File: src/rtl/if_stage.sv
// Instruction fetch stage: PC, single-outstanding imem handshake, IF/ID register.
// Define IF_MISALIGN_TRAP_EN to trap on misaligned redirect targets.
module if_stage #(
   parameter logic [31:0] RESET_PC  = 32'h0000_0000,
   parameter logic [31:0] NOP_INSTR = 32'h0000_0013
) (
   input  logic        clk,
   input  logic        rst,
   input  logic        stall_n,
   input  logic        flush,
   input  logic [31:0] branchTarget,
   output logic        imemReq,
   output logic [31:0] imemAddr,
   input  logic [31:0] imemRdata,
   input  logic        imemValid,
   output logic [31:0] ifidPc,
   output logic [31:0] ifidInstr,
   output logic        ifidValid,
   output logic        fetchBusy,
   output logic        misaligned
);

`ifdef IF_MISALIGN_TRAP_EN
   typedef enum logic [1:0] {FETCH, HOLD, DRAIN, TRAP} state_t;
`else
   typedef enum logic [1:0] {FETCH, HOLD, DRAIN} state_t;
`endif

   state_t      state_q, state_d;
   logic [31:0] pc_q, pc_d;
   logic [31:0] hold_q, hold_d;
   logic [31:0] ifid_pc_q, ifid_pc_d;
   logic [31:0] ifid_instr_q, ifid_instr_d;
   logic        ifid_valid_q, ifid_valid_d;
   logic [31:0] target;
   logic [31:0] pc_plus4;
   logic        do_bubble;

`ifdef IF_MISALIGN_TRAP_EN
   logic misaligned_q, misaligned_d;
   assign target     = branchTarget;
   assign misaligned = misaligned_q;
`else
   logic unused_tgt_lsb;
   assign target         = {branchTarget[31:2], 2'b00};
   assign unused_tgt_lsb = ^branchTarget[1:0];
   assign misaligned     = 1'b0;
`endif

   assign pc_plus4  = pc_q + 32'd4;
   assign imemReq   = !rst && (state_q == FETCH);
   assign imemAddr  = pc_q;
   assign fetchBusy = !rst && ((imemReq && !imemValid) ||
                               (state_q == DRAIN));
   assign ifidPc    = ifid_pc_q;
   assign ifidInstr = ifid_instr_q;
   assign ifidValid = ifid_valid_q;

   always_comb begin
      state_d      = state_q;
      pc_d         = pc_q;
      hold_d       = hold_q;
      ifid_pc_d    = ifid_pc_q;
      ifid_instr_d = ifid_instr_q;
      ifid_valid_d = ifid_valid_q;
      do_bubble    = 1'b0;
`ifdef IF_MISALIGN_TRAP_EN
      misaligned_d = misaligned_q;
`endif
      unique case (state_q)
         FETCH: begin
            if (flush) begin
               do_bubble = 1'b1;
               pc_d      = target;
               // request still open: its response must be swallowed
               state_d   = imemValid ? FETCH : DRAIN;
            end else if (imemValid) begin
               if (stall_n) begin
                  ifid_pc_d    = pc_q;
                  ifid_instr_d = imemRdata;
                  ifid_valid_d = 1'b1;
                  pc_d         = pc_plus4;
               end else begin
                  hold_d  = imemRdata;
                  state_d = HOLD;
               end
            end else if (stall_n) begin
               do_bubble = 1'b1;
            end
         end
         HOLD: begin
            if (flush) begin
               do_bubble = 1'b1;
               pc_d      = target;
               state_d   = FETCH;
            end else if (stall_n) begin
               ifid_pc_d    = pc_q;
               ifid_instr_d = hold_q;
               ifid_valid_d = 1'b1;
               pc_d         = pc_plus4;
               state_d      = FETCH;
            end
         end
         DRAIN: begin
            do_bubble = 1'b1;
            if (flush) pc_d = target;
            if (imemValid) state_d = FETCH;
         end
`ifdef IF_MISALIGN_TRAP_EN
         TRAP: begin
            do_bubble = 1'b1;
         end
`endif
         default: begin
            state_d = FETCH;
         end
      endcase
`ifdef IF_MISALIGN_TRAP_EN
      if (flush && (target[1:0] != 2'b00)) begin
         state_d      = TRAP;
         misaligned_d = 1'b1;
         do_bubble    = 1'b1;
      end
`endif
      if (do_bubble) begin
         ifid_instr_d = NOP_INSTR;
         ifid_valid_d = 1'b0;
      end
   end

   always_ff @(posedge clk) begin
      if (rst) begin
         state_q      <= FETCH;
         pc_q         <= RESET_PC;
         hold_q       <= NOP_INSTR;
         ifid_pc_q    <= RESET_PC;
         ifid_instr_q <= NOP_INSTR;
         ifid_valid_q <= 1'b0;
`ifdef IF_MISALIGN_TRAP_EN
         misaligned_q <= 1'b0;
`endif
      end else begin
         state_q      <= state_d;
         pc_q         <= pc_d;
         hold_q       <= hold_d;
         ifid_pc_q    <= ifid_pc_d;
         ifid_instr_q <= ifid_instr_d;
         ifid_valid_q <= ifid_valid_d;
`ifdef IF_MISALIGN_TRAP_EN
         misaligned_q <= misaligned_d;
`endif
      end
   end

endmodule
File: config.mk
export PLATFORM = sky130hd
export DESIGN_NAME = if_stage
export DESIGN_NICKNAME = d
export VERILOG_FILES = /design/src/rtl/if_stage.sv
export SDC_FILE = /design/constraint.sdc
export NUM_CORES = 1
export LEC_CHECK = 0
export BUFFER_PORTS_ARGS = -buffer_cell sky130_fd_sc_hd__buf_2
export CAP_MARGIN = 20
export CORE_UTILIZATION = 45
export DETAILED_ROUTE_END_ITERATION = 12
export PLACE_DENSITY = 0.71
export SLEW_MARGIN = 25
export SYNTH_ARGS = -nofsm -noshare
export SYNTH_HDL_FRONTEND = slang
export SYNTH_SLANG_ARGS = --single-unit
File: constraint.sdc
create_clock -name clk -period 2.34 [get_ports clk]
set_input_delay 0.468 -clock clk [delete_from_list [all_inputs] [get_ports clk]]
set_output_delay 0.468 -clock clk [all_outputs]
set_load 0.01 [all_outputs]
Word level (Yosys, flattened, before mapping)
Index checks and enable logic that the tools add are counted.

Bitwise operators: 2. Reductions and logical operators: 15. Muxes and demuxes: 35. Equality and inequality tests: 12. Add/sub/neg operators: 1.

Operators by type and width (count): $mux 32 (14); $pmux 32 s2 (2); $pmux 32 s3 (1); $add 32x3->32 const B (1); $mux 2 (7); $ne 2x2->1 const B (7); $reduce_and 4->1 (3); $ne 3x3->1 const B (3); $mux 1 (8); $pmux 2 s3 (1); $reduce_and 6->1 (1); $logic_and 1x1->1 (3); $pmux 1 s3 (1); $reduce_and 3->1 (1); $reduce_bool 3->1 (1); $eq 2x1->1 const B (1); $eq 2x2->1 const B (1); $logic_not 1->1 (2); $logic_not 2->1 (1); $not 1->1 (2); $pmux 1 s2 (1); $reduce_bool 2->1 (1); $reduce_or 2->1 (1); $logic_or 1x1->1 (1).

Flip-flop bits (word level): 131. Output and inout bits: 100. Input bits: 69. Word-level logic and storage cells: 71.

Longest topological paths before layout
Depth in word-level cells: 5. Gate-level depth with buffers: 9. Depth with buffers taken out: 6.

Worst setup path before layout
Ideal clock, no wire load.

Path type: input -> register. Start: input port flush. End: register pc_q[17] (netlist: imemAddr[17]). Setup slack: 434 ps. Stages on the path: 7. Path buffers: 2. Data arrival time: 1826 ps. Path through: buf_4 a21boi_4 a31o_1 buf_2 nor2_1 or4_1 a41oi_1.

Word-level cells in the longest chain between the ends: 2. Elaborated cells on any way between the ends: 6.

RTL lines: start: declaration (line 10) `input logic flush,`; $ne 3x3->1 (no line) (tied with other cells); $reduce_and 3->1 (no line) or $pmux 32 s3 (tied branches); end signal: assignment (line 144) `pc_q <= pc_d;`; end: declaration (line 30) `logic [31:0] pc_q, pc_d;`.

Parallel ways exist; a longest one is shown, timed or not. A chain may end at the register's enable or synchronous reset.

Worst setup path after layout
Start: register pc_q[3] (netlist: imemAddr[3]). End: register pc_q[24] (netlist: imemAddr[24]).

Word-level cells in the longest chain between the ends: 5. Elaborated cells on any way between the ends: 6.

RTL lines: $add 32x3->32 * (line 50) `assign pc_plus4 = pc_q + 32'd4;`; $mux 32 * (line 78, 96); $mux 32 (line 77) `end else if (imemValid) begin`; $mux 32 (line 72) `if (flush) begin`; $pmux 32 s3 * (line 70) `unique case (state_q)`.

Mark *: on every way between the ends. The rest lies on a longest branch, timed or not. The select of a mux whose other input is x is not followed.

==> key figures <==
Global routing
  • Gr usage total: 24.1%
  • Antenna violations before repair: 0
  • First-pass GRT wire length: 24.8 mm
  • Total global routing overflow: 0
  • Vias in the first global route: 5147
  • Pin count of the biggest net entering global routing: 59

Drt
  • Iter 0 DRT Violations: 399
  • WL per Instance: 15.2 um
  • DRT antenna net count: 0
  • Drc violations: 0
  • Drt pass-1 iters: 5
  • Via count: 5703
  • Number of vias per cell: 5.53
  • Drt total wl: 15.7 mm

Worst setup path
  • Critical Path Sink Type: flip-flop
  • Startpoint types: flip-flop
  • Worst path arrival time: 2.36 ns
  • Largest fanout on the critical path: 7
  • CP Class: reg -> reg
  • CP Data Required Time: 2.62 ns

Timing
  • Fin Clk Skew: 0.00938 ns
  • Setup violators final: 0
  • Period minus WS final: 2.08 ns
  • Highest Clock Rate: 0.480 GHz
  • RSZ-0062 raised after global routing: no
  • Fin. Hold Viols: 0
  • Worst-margin pin slew: 0.628 ns
  • Period utilization: 89.1%
  • Setup TNS: 0 ns
  • Slew Limit Fails: 0
  • Max-slew headroom: 58.1%

Logic synthesis
  • Number of synthesized flops with an enable pin: 0
  • Cell Area, Synth: 5700 um2
  • Dominant cells by area after synthesis: dfxtp_1 (45%), nand2_1 (10%), a21oi_1 (7.1%)
  • Yosys warning count: 0
  • Top_reg_cell synth: dfxtp_1
  • Post-synth cell types: 58
  • Area leader, netlist: dfxtp_1
  • Mean Syn Cell Area: 8.11 um2
  • Synthesized flop and latch total: 127
  • Most common cell in the netlist: nand2_1
  • Cell count after synthesis: 702
  • Synth top area share: 44.6%
  • Post-synth top cells: nand2_1 (158), dfxtp_1 (127), a21oi_1 (81)
  • Sequential fraction of the synthesis area: 44.6%
  • Post-synthesis async set-or-reset flop share: 0%

Outcome
  • Status: complete, no violations

Floorplan
  • Starting Density: 46.8%
  • Die footprint: 13100 um2
  • Die height: 115 um
  • # rows: 40
  • Die W: 115 um
  • I/O Pins: 169
  • Core area: 12200 um2

Placement
  • PortBufs: 161
  • Final RePlAce weighted congestion: 0.925
  • Inst Count DP: 1000
  • DP Wirelength: 10.8 mm

CTS
  • CTS clk-pin slew, worst paths: 0.06 ns
  • CTS resizes: 0
  • TritonCTS Buffers: 17
  • CTS tree: built
  • Root buf cell: clkbuf_16
  • CTS Hold Bufs: 0
  • Post-CTS setup buffer count: 0
  • Max Root-Sink Buffers: 2
  • H-tree Lvls: 4
  • Clock Latency Late Sink: 0.42 ns
  • Sink Count: 127

Final layout
  • N_diodes: 0
  • Final net count: 921
  • Synth-to-Final Area Change: 29.3%
  • Layout cell share with drive strength beyond 1: 26.9%
  • Final Non-Filler Cells: 1032

Power and ir drop
  • Pwr dens: 797 nW/um2
  • VDD IR max: 376 uV
  • P_leak: 3.19 nW
  • Design Power: 5.87 mW

Flow run
  • Number of max-cap violations: 0

Worst hold path
  • Worst Hold Class: in -> reg
path summary, 6_finish.rpt:
| kind | start | endpoint | slack [ns] | cells past startpoint |
|---|---|---|---|---|
| worst max register to register | imemAddr[3] | imemAddr[24] | 0.26 | 7 |
| worst min-delay path | imemRdata[0] | hold_q[0] | 0.28 | 3 |
| worst max-delay path | imemAddr[3] | imemAddr[24] | 0.26 | 7 |
| worst min register to register | ifidPc[21] | ifidPc[21] | 0.45 | 2 |
sequential cells by signal (all words and copies together), names as in the netlist:
signal     count
ifidInstr     32
imemAddr      30
hold_q        32
state_q        2
ifidPc        30
ifidValid      1
worst max-delay path, cell delays in order, from the launching register on:
cell and delay, ns:
dfxtp_1 0.43, ha_1 0.25, nand3_1 0.21, nor4_2 0.42, buf_4 0.19, nand2_1 0.07, o221ai_1 0.25, a221oi_1 0.11
power breakdown:
group / internal (mW) / total, mW / switching, mW
clock: 1.98 / 2.97 / 0.984
sequential: 2.24 / 2.33 / 0.0857
combinational: 0.235 / 0.575 / 0.340
total: 4.46 / 5.87 / 1.41
layout by cell type (no fill, tap or decap), types with 3 or more instances in the layout:
master,synthesis,final
bufinv_16,0,5
o31ai_1,6,6
a311oi_1,4,4
and3_1,6,5
nand2_1,158,157
dfxtp_1,127,127
o211ai_1,3,3
clkbuf_16,0,17
a31oi_1,5,5
clkbuf_8,0,3
a211o_1,5,5
clkinv_4,0,4
conb_1,1,5
buf_2,14,160
o21ai_0,17,17
or3_1,5,5
mux2i_1,32,32
and4_1,3,3
a21oi_1,81,81
nand4_1,7,7
nor2_1,56,56
nand3_1,21,20
nor3_1,8,8
buf_4,10,24
nand3b_1,3,3
nor4_1,8,8
a21o_1,4,4
a211oi_1,38,38
buf_12,0,3
cells by family (layout without fill, tap and decap cells):
| group | Yosys count | count (layout) | synth area share, % |
|---|---|---|---|
| fa+ha+maj | 1 | 1 | 0.220 |
| other cells | 1 | 5 | 0.0658 |
| mux | 34 | 34 | 6.02 |
| buf+inv | 63 | 221 | 5.12 |
| simple gates | 293 | 293 | 23.3 |
| compound gates | 183 | 183 | 20.7 |
| flops | 127 | 127 | 44.6 |
cell type report:
cell class	count	area, um2
clock buffer	20	467
tap	168	210
timing repair buffer	187	1040
multi-input combinational	516	2890
clock inverter	12	206
sequential	127	2540
inverter	2	7.51
fill	1103	4800
metal layers:
layer  share of wire (%)  GRT usage (%)  wire [um]  up-vias
li1                    -              -          -     2781
met1                  43           30.0       6680     2660
met2                  48           39.8       7530      237
met3                 7.4           5.56       1150       25
met4                 1.9           10.5        305        0
met5                   0              0          0        -
metrics by stage:
step | hold slack, ns | cell area (um2) | util (%) | worst slack [ns]
global route | 0.289 | 7360 | 60.6 | 0.0854
CTS | 0.261 | 7360 | 60.6 | 0.286
detailed placement | 0.444 | 6690 | 55.0 | 0.238
finish | 0.280 | 7360 | 60.6 | 0.256
floorplan | 0.436 | 5710 | - | 0.434
global placement | 0.440 | 6690 | 55.0 | 0.262
No activity file was read; power rests on OpenSTA's default activity.
